--- src/rtl/rxhexword.sv ---
// Parses "0x" + 8 hex digits + CR LF from a byte stream into a 32-bit word; o_stb/o_err pulse one clock after the final/offending byte.
// No backpressure: every i_stb byte is consumed on arrival; inter-byte stalls inside a frame abort after TIMEOUT clocks.
module rxhexword #(
  parameter bit          ACCEPT_UPPER = 1'b1,
  parameter logic [23:0] TIMEOUT      = 24'd0
) (
  input  logic        i_clk,
  input  logic        i_reset_n,
  input  logic        i_stb,
  input  logic [7:0]  i_byte,
  output logic        o_stb,
  output logic [31:0] o_data,
  output logic        o_err,
  output logic        o_busy
);

  typedef enum logic [2:0] {
    S_IDLE,
    S_GOT0,
    S_DIGITS,
    S_EXPECT_CR,
    S_EXPECT_LF
  } state_t;

  localparam logic [7:0] CH_0  = 8'h30;
  localparam logic [7:0] CH_X  = 8'h58;
  localparam logic [7:0] CH_x  = 8'h78;
  localparam logic [7:0] CH_CR = 8'h0d;
  localparam logic [7:0] CH_LF = 8'h0a;

  state_t      state_q, state_d;
  logic [2:0]  cnt_q, cnt_d;
  logic [31:0] sreg_q, sreg_d;
  logic [31:0] data_q, data_d;
  logic [23:0] tmo_q, tmo_d;
  logic        stb_q, stb_d;
  logic        err_q, err_d;

  logic        is_hex;
  logic [3:0]  nib;
  logic        x_ok;
  logic        tmo_hit;
  logic        fail;

  // ASCII letters a-f / A-F carry their value minus 9 in the low nibble.
  always_comb begin
    is_hex = 1'b0;
    nib    = 4'd0;
    if (i_byte >= 8'h30 && i_byte <= 8'h39) begin
      is_hex = 1'b1;
      nib    = i_byte[3:0];
    end else if (i_byte >= 8'h61 && i_byte <= 8'h66) begin
      is_hex = 1'b1;
      nib    = i_byte[3:0] + 4'd9;
    end else if (ACCEPT_UPPER && i_byte >= 8'h41 && i_byte <= 8'h46) begin
      is_hex = 1'b1;
      nib    = i_byte[3:0] + 4'd9;
    end
  end

  assign x_ok    = (i_byte == CH_x) || (ACCEPT_UPPER && (i_byte == CH_X));
  assign tmo_hit = (TIMEOUT != 24'd0) && (tmo_q == TIMEOUT - 24'd1);

  always_comb begin
    state_d = state_q;
    cnt_d   = cnt_q;
    sreg_d  = sreg_q;
    data_d  = data_q;
    tmo_d   = tmo_q;
    stb_d   = 1'b0;
    err_d   = 1'b0;
    fail    = 1'b0;

    if (state_q == S_IDLE || i_stb) begin
      tmo_d = 24'd0;
    end else if (tmo_q != 24'hff_ffff) begin
      tmo_d = tmo_q + 24'd1;
    end

    if (i_stb) begin
      case (state_q)
        S_IDLE: begin
          if (i_byte == CH_0) state_d = S_GOT0;
        end
        S_GOT0: begin
          if (x_ok) begin
            state_d = S_DIGITS;
            cnt_d   = 3'd0;
            sreg_d  = 32'd0;
          end else if (i_byte != CH_0) begin
            fail = 1'b1;
          end
        end
        S_DIGITS: begin
          if (is_hex) begin
            sreg_d = {sreg_q[27:0], nib};
            cnt_d  = cnt_q + 3'd1;
            if (cnt_q == 3'd7) state_d = S_EXPECT_CR;
          end else begin
            fail = 1'b1;
          end
        end
        S_EXPECT_CR: begin
          if (i_byte == CH_CR) state_d = S_EXPECT_LF;
          else                 fail    = 1'b1;
        end
        S_EXPECT_LF: begin
          if (i_byte == CH_LF) begin
            state_d = S_IDLE;
            data_d  = sreg_q;
            stb_d   = 1'b1;
            sreg_d  = 32'd0;
            cnt_d   = 3'd0;
          end else begin
            fail = 1'b1;
          end
        end
        default: state_d = S_IDLE;
      endcase

      // A '0' that breaks a frame may itself start the next one.
      if (fail) begin
        err_d   = 1'b1;
        state_d = (i_byte == CH_0) ? S_GOT0 : S_IDLE;
        sreg_d  = 32'd0;
        cnt_d   = 3'd0;
      end
    end else if (state_q != S_IDLE && tmo_hit) begin
      err_d   = 1'b1;
      state_d = S_IDLE;
      sreg_d  = 32'd0;
      cnt_d   = 3'd0;
    end
  end

  always_ff @(posedge i_clk or negedge i_reset_n) begin
    if (!i_reset_n) begin
      state_q <= S_IDLE;
      cnt_q   <= 3'd0;
      sreg_q  <= 32'd0;
      data_q  <= 32'd0;
      tmo_q   <= 24'd0;
      stb_q   <= 1'b0;
      err_q   <= 1'b0;
    end else begin
      state_q <= state_d;
      cnt_q   <= cnt_d;
      sreg_q  <= sreg_d;
      data_q  <= data_d;
      tmo_q   <= tmo_d;
      stb_q   <= stb_d;
      err_q   <= err_d;
    end
  end

  assign o_stb  = stb_q;
  assign o_err  = err_q;
  assign o_data = data_q;
  assign o_busy = (state_q != S_IDLE);

endmodule

--- config.mk ---
export PLATFORM = sky130hd
export DESIGN_NAME = rxhexword
export DESIGN_NICKNAME = d
export VERILOG_FILES = /design/src/rtl/rxhexword.sv
export SDC_FILE = /design/constraint.sdc
export NUM_CORES = 1
export LEC_CHECK = 0
export BUFFER_PORTS_ARGS = -buffer_cell sky130_fd_sc_hd__buf_2
export CORE_AREA = 2 2 111 113
export DETAILED_ROUTE_END_ITERATION = 6
export DIE_AREA = 0 0 113 115
export PLACE_DENSITY = 0.54
export SLEW_MARGIN = 0
export SYNTH_ARGS = -nofsm -noshare
export SYNTH_HDL_FRONTEND = slang
export SYNTH_SLANG_ARGS = --single-unit
--- constraint.sdc ---
create_clock -name i_clk -period 2.2 [get_ports i_clk]
set_clock_uncertainty 0.05 [all_clocks]
set_input_delay 0.11 -clock i_clk [delete_from_list [all_inputs] [get_ports i_clk]]
set_output_delay 0.11 -clock i_clk [all_outputs]
set_load 0.01 [all_outputs]
Yosys cells after proc, flatten, opt, wreduce, memory -nomap -nowiden --
Index checks and enable logic that the tools add are counted.
Operators by class: $add $sub $neg 2, order comparisons 6, eq/ne operators 17, muxes and demuxes 36, reductions and logical operators 10
Operators with widths (count):
- $mux 32 | 4
- $pmux 32 s3 | 1
- $mux 3 | 10
- $eq 8x4->1 const B | 2
- $eq 8x7->1 const B | 2
- $ge 8x7->1 const B | 2
- $le 8x7->1 const B | 2
- $mux 1 | 15
- $ne 3x3->1 const B | 5
- $pmux 3 s5 | 1
- $mux 4 | 3
- $pmux 3 s3 | 1
- $eq 8x6->1 const B | 1
- $ge 8x6->1 const B | 1
- $le 8x6->1 const B | 1
- $ne 8x6->1 const B | 1
- $reduce_and 7->1 | 1
- $eq 3x2->1 const B | 2
- $eq 3x3->1 const B | 2
- $reduce_and 5->1 | 1
- $add 4x4->4 const B | 1
- $pmux 1 s4 | 1
- $reduce_bool 4->1 | 1
- $add 3x1->3 const B | 1
- other kinds (7) | 9
Word-level totals: bits in registers 72, output and inout port bits 35, word-level logic and storage cells 77

Longest topological paths before layout --
word-level depth 10, gate-level depth with buffers 8

Least setup slack after synthesis --
No wires, ideal clock.
kind reg-to-reg, start point register state_q[1], end point register state_q[0], setup time 128 ps, arrival 1710 ps, required time 2022 ps, slack 313 ps, stages on the path, launching flop included 6, path buffers 1, clock period less this slack 1887 ps, cells stage by stage dfrtp_1 clkbuf_1 nand2b_1 or4_1 a41o_1 mux2_1
On the way: word-level cells in the longest chain between the ends 5
Ends and longest elaborated chain:
- from (decl) | RTL line 31 | state_t state_q, state_d;
- from (signal assigned) | RTL line 146 | state_q <= state_d;
- $eq 3x3->1 (tied with other cells) | RTL line 81 | case (state_q)
- $pmux 1 s4 | RTL line 81
- $mux 1 | RTL line 80 | if (i_stb) begin
- $ne 3x3->1 (no line) / $ne 3x1->1 (equally long branches)
- $reduce_and 7->1 (no line)
Parallel ways exist; a longest one is shown, timed or not. The select of a mux whose other input is x is not followed. A chain may end at the register's enable or synchronous reset.

Final worst setup path --
Ends and elaborated chain as after synthesis.

==> out/qor.yml <==
synth.top_cell.area_share_pct: 52.4
grt_pass1_wl_microns: 11000
worstPathArrival_ps: 2070
routed-via-count: 2193
numCtsBuffers: 9
yosysMostFrequentCell: "dfrtp_1"
io_pins: 46
status: "complete, but fails checks"
track_usage_pct: 10.7
synth_edf_count: 0
maxSlewHeadroom_pct: 39.2
grt.overflow.total: 0
syn_area_sq_um: 3440
yosysSeqAreaShare_pct: 52.4
worstMarginPinSlew_ps: 912
synth_nets: 299
syn_avg_cell_area_sq_um: 12.2
fin_crit_sh_pct: 86.9
hold_path.class: "in -> reg"
drv_cap: 0
cp-end-kind: "flop"
setup.worst_path.class: "reg -> reg"
detail_route.wl_per_cell_microns: 13.0
synthFlopType: "dfrtp_1"
yosys.area.top_type: "dfrtp_1"
yosysWarnings: 0
clock-sinks: 72
placementRows: 40
synth_area_leaders: "dfrtp_1 52%, mux2_1 9.8%, mux2i_1 9.0%"
ir_worst_vdd_mv: 0.306
drtPass1Iterations: 6
die_h_microns: 115
utilization_pct: 35.8
clockBufferDepth: 2
antenna_found_initial: 0
tns_ps: 0
wl_met2_microns: 2880
tritoncts: "done"
maxSlewViolCount: 0
wl_microns: 6340
core_sq_um: 11800
grt_pass1_vias: 2249
place_area_sq_um: 3840
die_w_microns: 113
drive_above_1_share_pct: 25.1
grt_max_degree: 73
finalSetupViolations: 0
ant_nets: 0
root_buffer: "clkbuf_16"
dp_hpwl_microns: 4280
diodes: 0
port_buffers: 45
leakage_nw: 2.08
fmaxAchievable_ghz: 0.523
route.met3.wl_microns: 340
synth_common_cells: "72 x dfrtp_1, 36 x inv_1, 33 x nand2_1"
violations: "design-rule violations"
clk_latency_ps: 330
fin_nets: 354
layout.area.seq_sq_um: 1800
drt_iter0_drc: 101
dr.max_layer_used: "met4"
fin_crit_ps: 1910
multi_input_area_sq_um: 1390
die-area_sq_um: 13000
rsz0062_at_grt: "false"
stdcell_area_sq_um: 4220
ys_types: 45
synthArstFlopShare_pct: 100
avgViaCountPerCell: 4.48
whs_ps: 208
drc: 6
ys_ff_latch: 72
gp_congestion: 0.827
hold_viol_final: 0
critPathRequiredTime_ps: 2360
syn_inst: 282
clkSlewWorstSetupHoldPaths_ps: 60
num-fill-cells: 1204
cts-htree-levels: 3
p_per_area_nw_per_um2: 942
syn2layout_area_growth_pct: 22.9
start_util_pct: 29.1
critPathLaunchType: "flop"
worstPathMaxFanout: 9
wl_met1_microns: 3050
stage by stage:
step,setup WS (ps),power [mW],cells
2_1_floorplan,313,2.15,282
3_3_place_gp,188,2.28,470
3_5_place_dp,143,2.28,470
4_1_cts,199,3.98,488
5_1_grt,130,4.17,489
6_report,289,3.98,489
timing repair:
action / 4_1_cts / 5_1_grt
resized for setup: 0 / 0
setup endpoints to repair: 0 / 3
setup buffers: 0 / 1
hold buffers: 2 / 0
hold endpoints to repair: 73 / 0
power by group:
part / switching [mW] / internal [mW]
clock network: 0.563 / 1.11
logic: 0.442 / 0.437
registers: 0.0646 / 1.36
total: 1.07 / 2.91
final cells by class:
class / instances / share of cell area, %
timing repair buffer: 56 / 8.65
tap: 147 / 4.36
sequential: 72 / 42.7
inverter: 36 / 3.20
clock buffer: 9 / 5.33
clock inverter: 7 / 2.81
multi-input combinational: 162 / 33.0
cells by family after synthesis:
family,Yosys count,share of synthesized area [%]
multiplexers,69,22.0
flip-flops,72,52.4
buffers and inverters,48,7.06
adder cells (fa/ha/maj),6,2.18
AO/OA/AOI/OAI,23,5.42
XOR/XNOR,1,0.255
AND/OR/NAND/NOR,63,10.6
worst paths after layout:
path,from,end,slack (ps),depth (start not counted)
max,state_q[1],state_q[0],290,4
min,i_byte[1],sreg_q[1],210,4
max reg2reg,state_q[1],state_q[0],290,4
min reg2reg,o_data[18],o_data[18],430,1
max in group asynchronous,i_reset_n,cnt_q[1],1100,2
min in group asynchronous,i_reset_n,o_data[29],390,2
state kept, by name, indices dropped and copies added (netlist names):
signal / count
o_stb: 1
cnt_q: 3
sreg_q: 32
state_q: 3
o_err: 1
o_data: 32
critical path: stages, from the launching register on:
cell and delay, ps:
dfrtp_1 490, nand2b_1 150, or4_1 540, a41o_1 260, mux2_1 300
cells in the final DEF, fill, tap and decap left out, types with 2 or more instances in the layout:
cell	n
o211ai_1	2
buf_4	6
bufinv_16	3
nor3b_1	3
clkinvlp_4	2
ha_1	6
clkbuf_16	9
mux2_2	3
nand4_1	3
mux2i_1	31
nand2b_1	4
nand2_1	33
o21ai_0	4
mux2_1	30
mux2_4	5
inv_1	36
buf_2	44
nor4_4	2
dfrtp_1	72
buf_12	4
nor2_1	6
or3_1	2
a21oi_1	4
dlygate4sd3_1	2
layer usage:
metal  global-route usage, %  up-vias
li1                        -     1071
met1                    14.3     1058
met2                    16.5       56
met3                    3.74        8
met4                    3.58        0
met5                       0        -
Power figures use the tool's default switching activity.
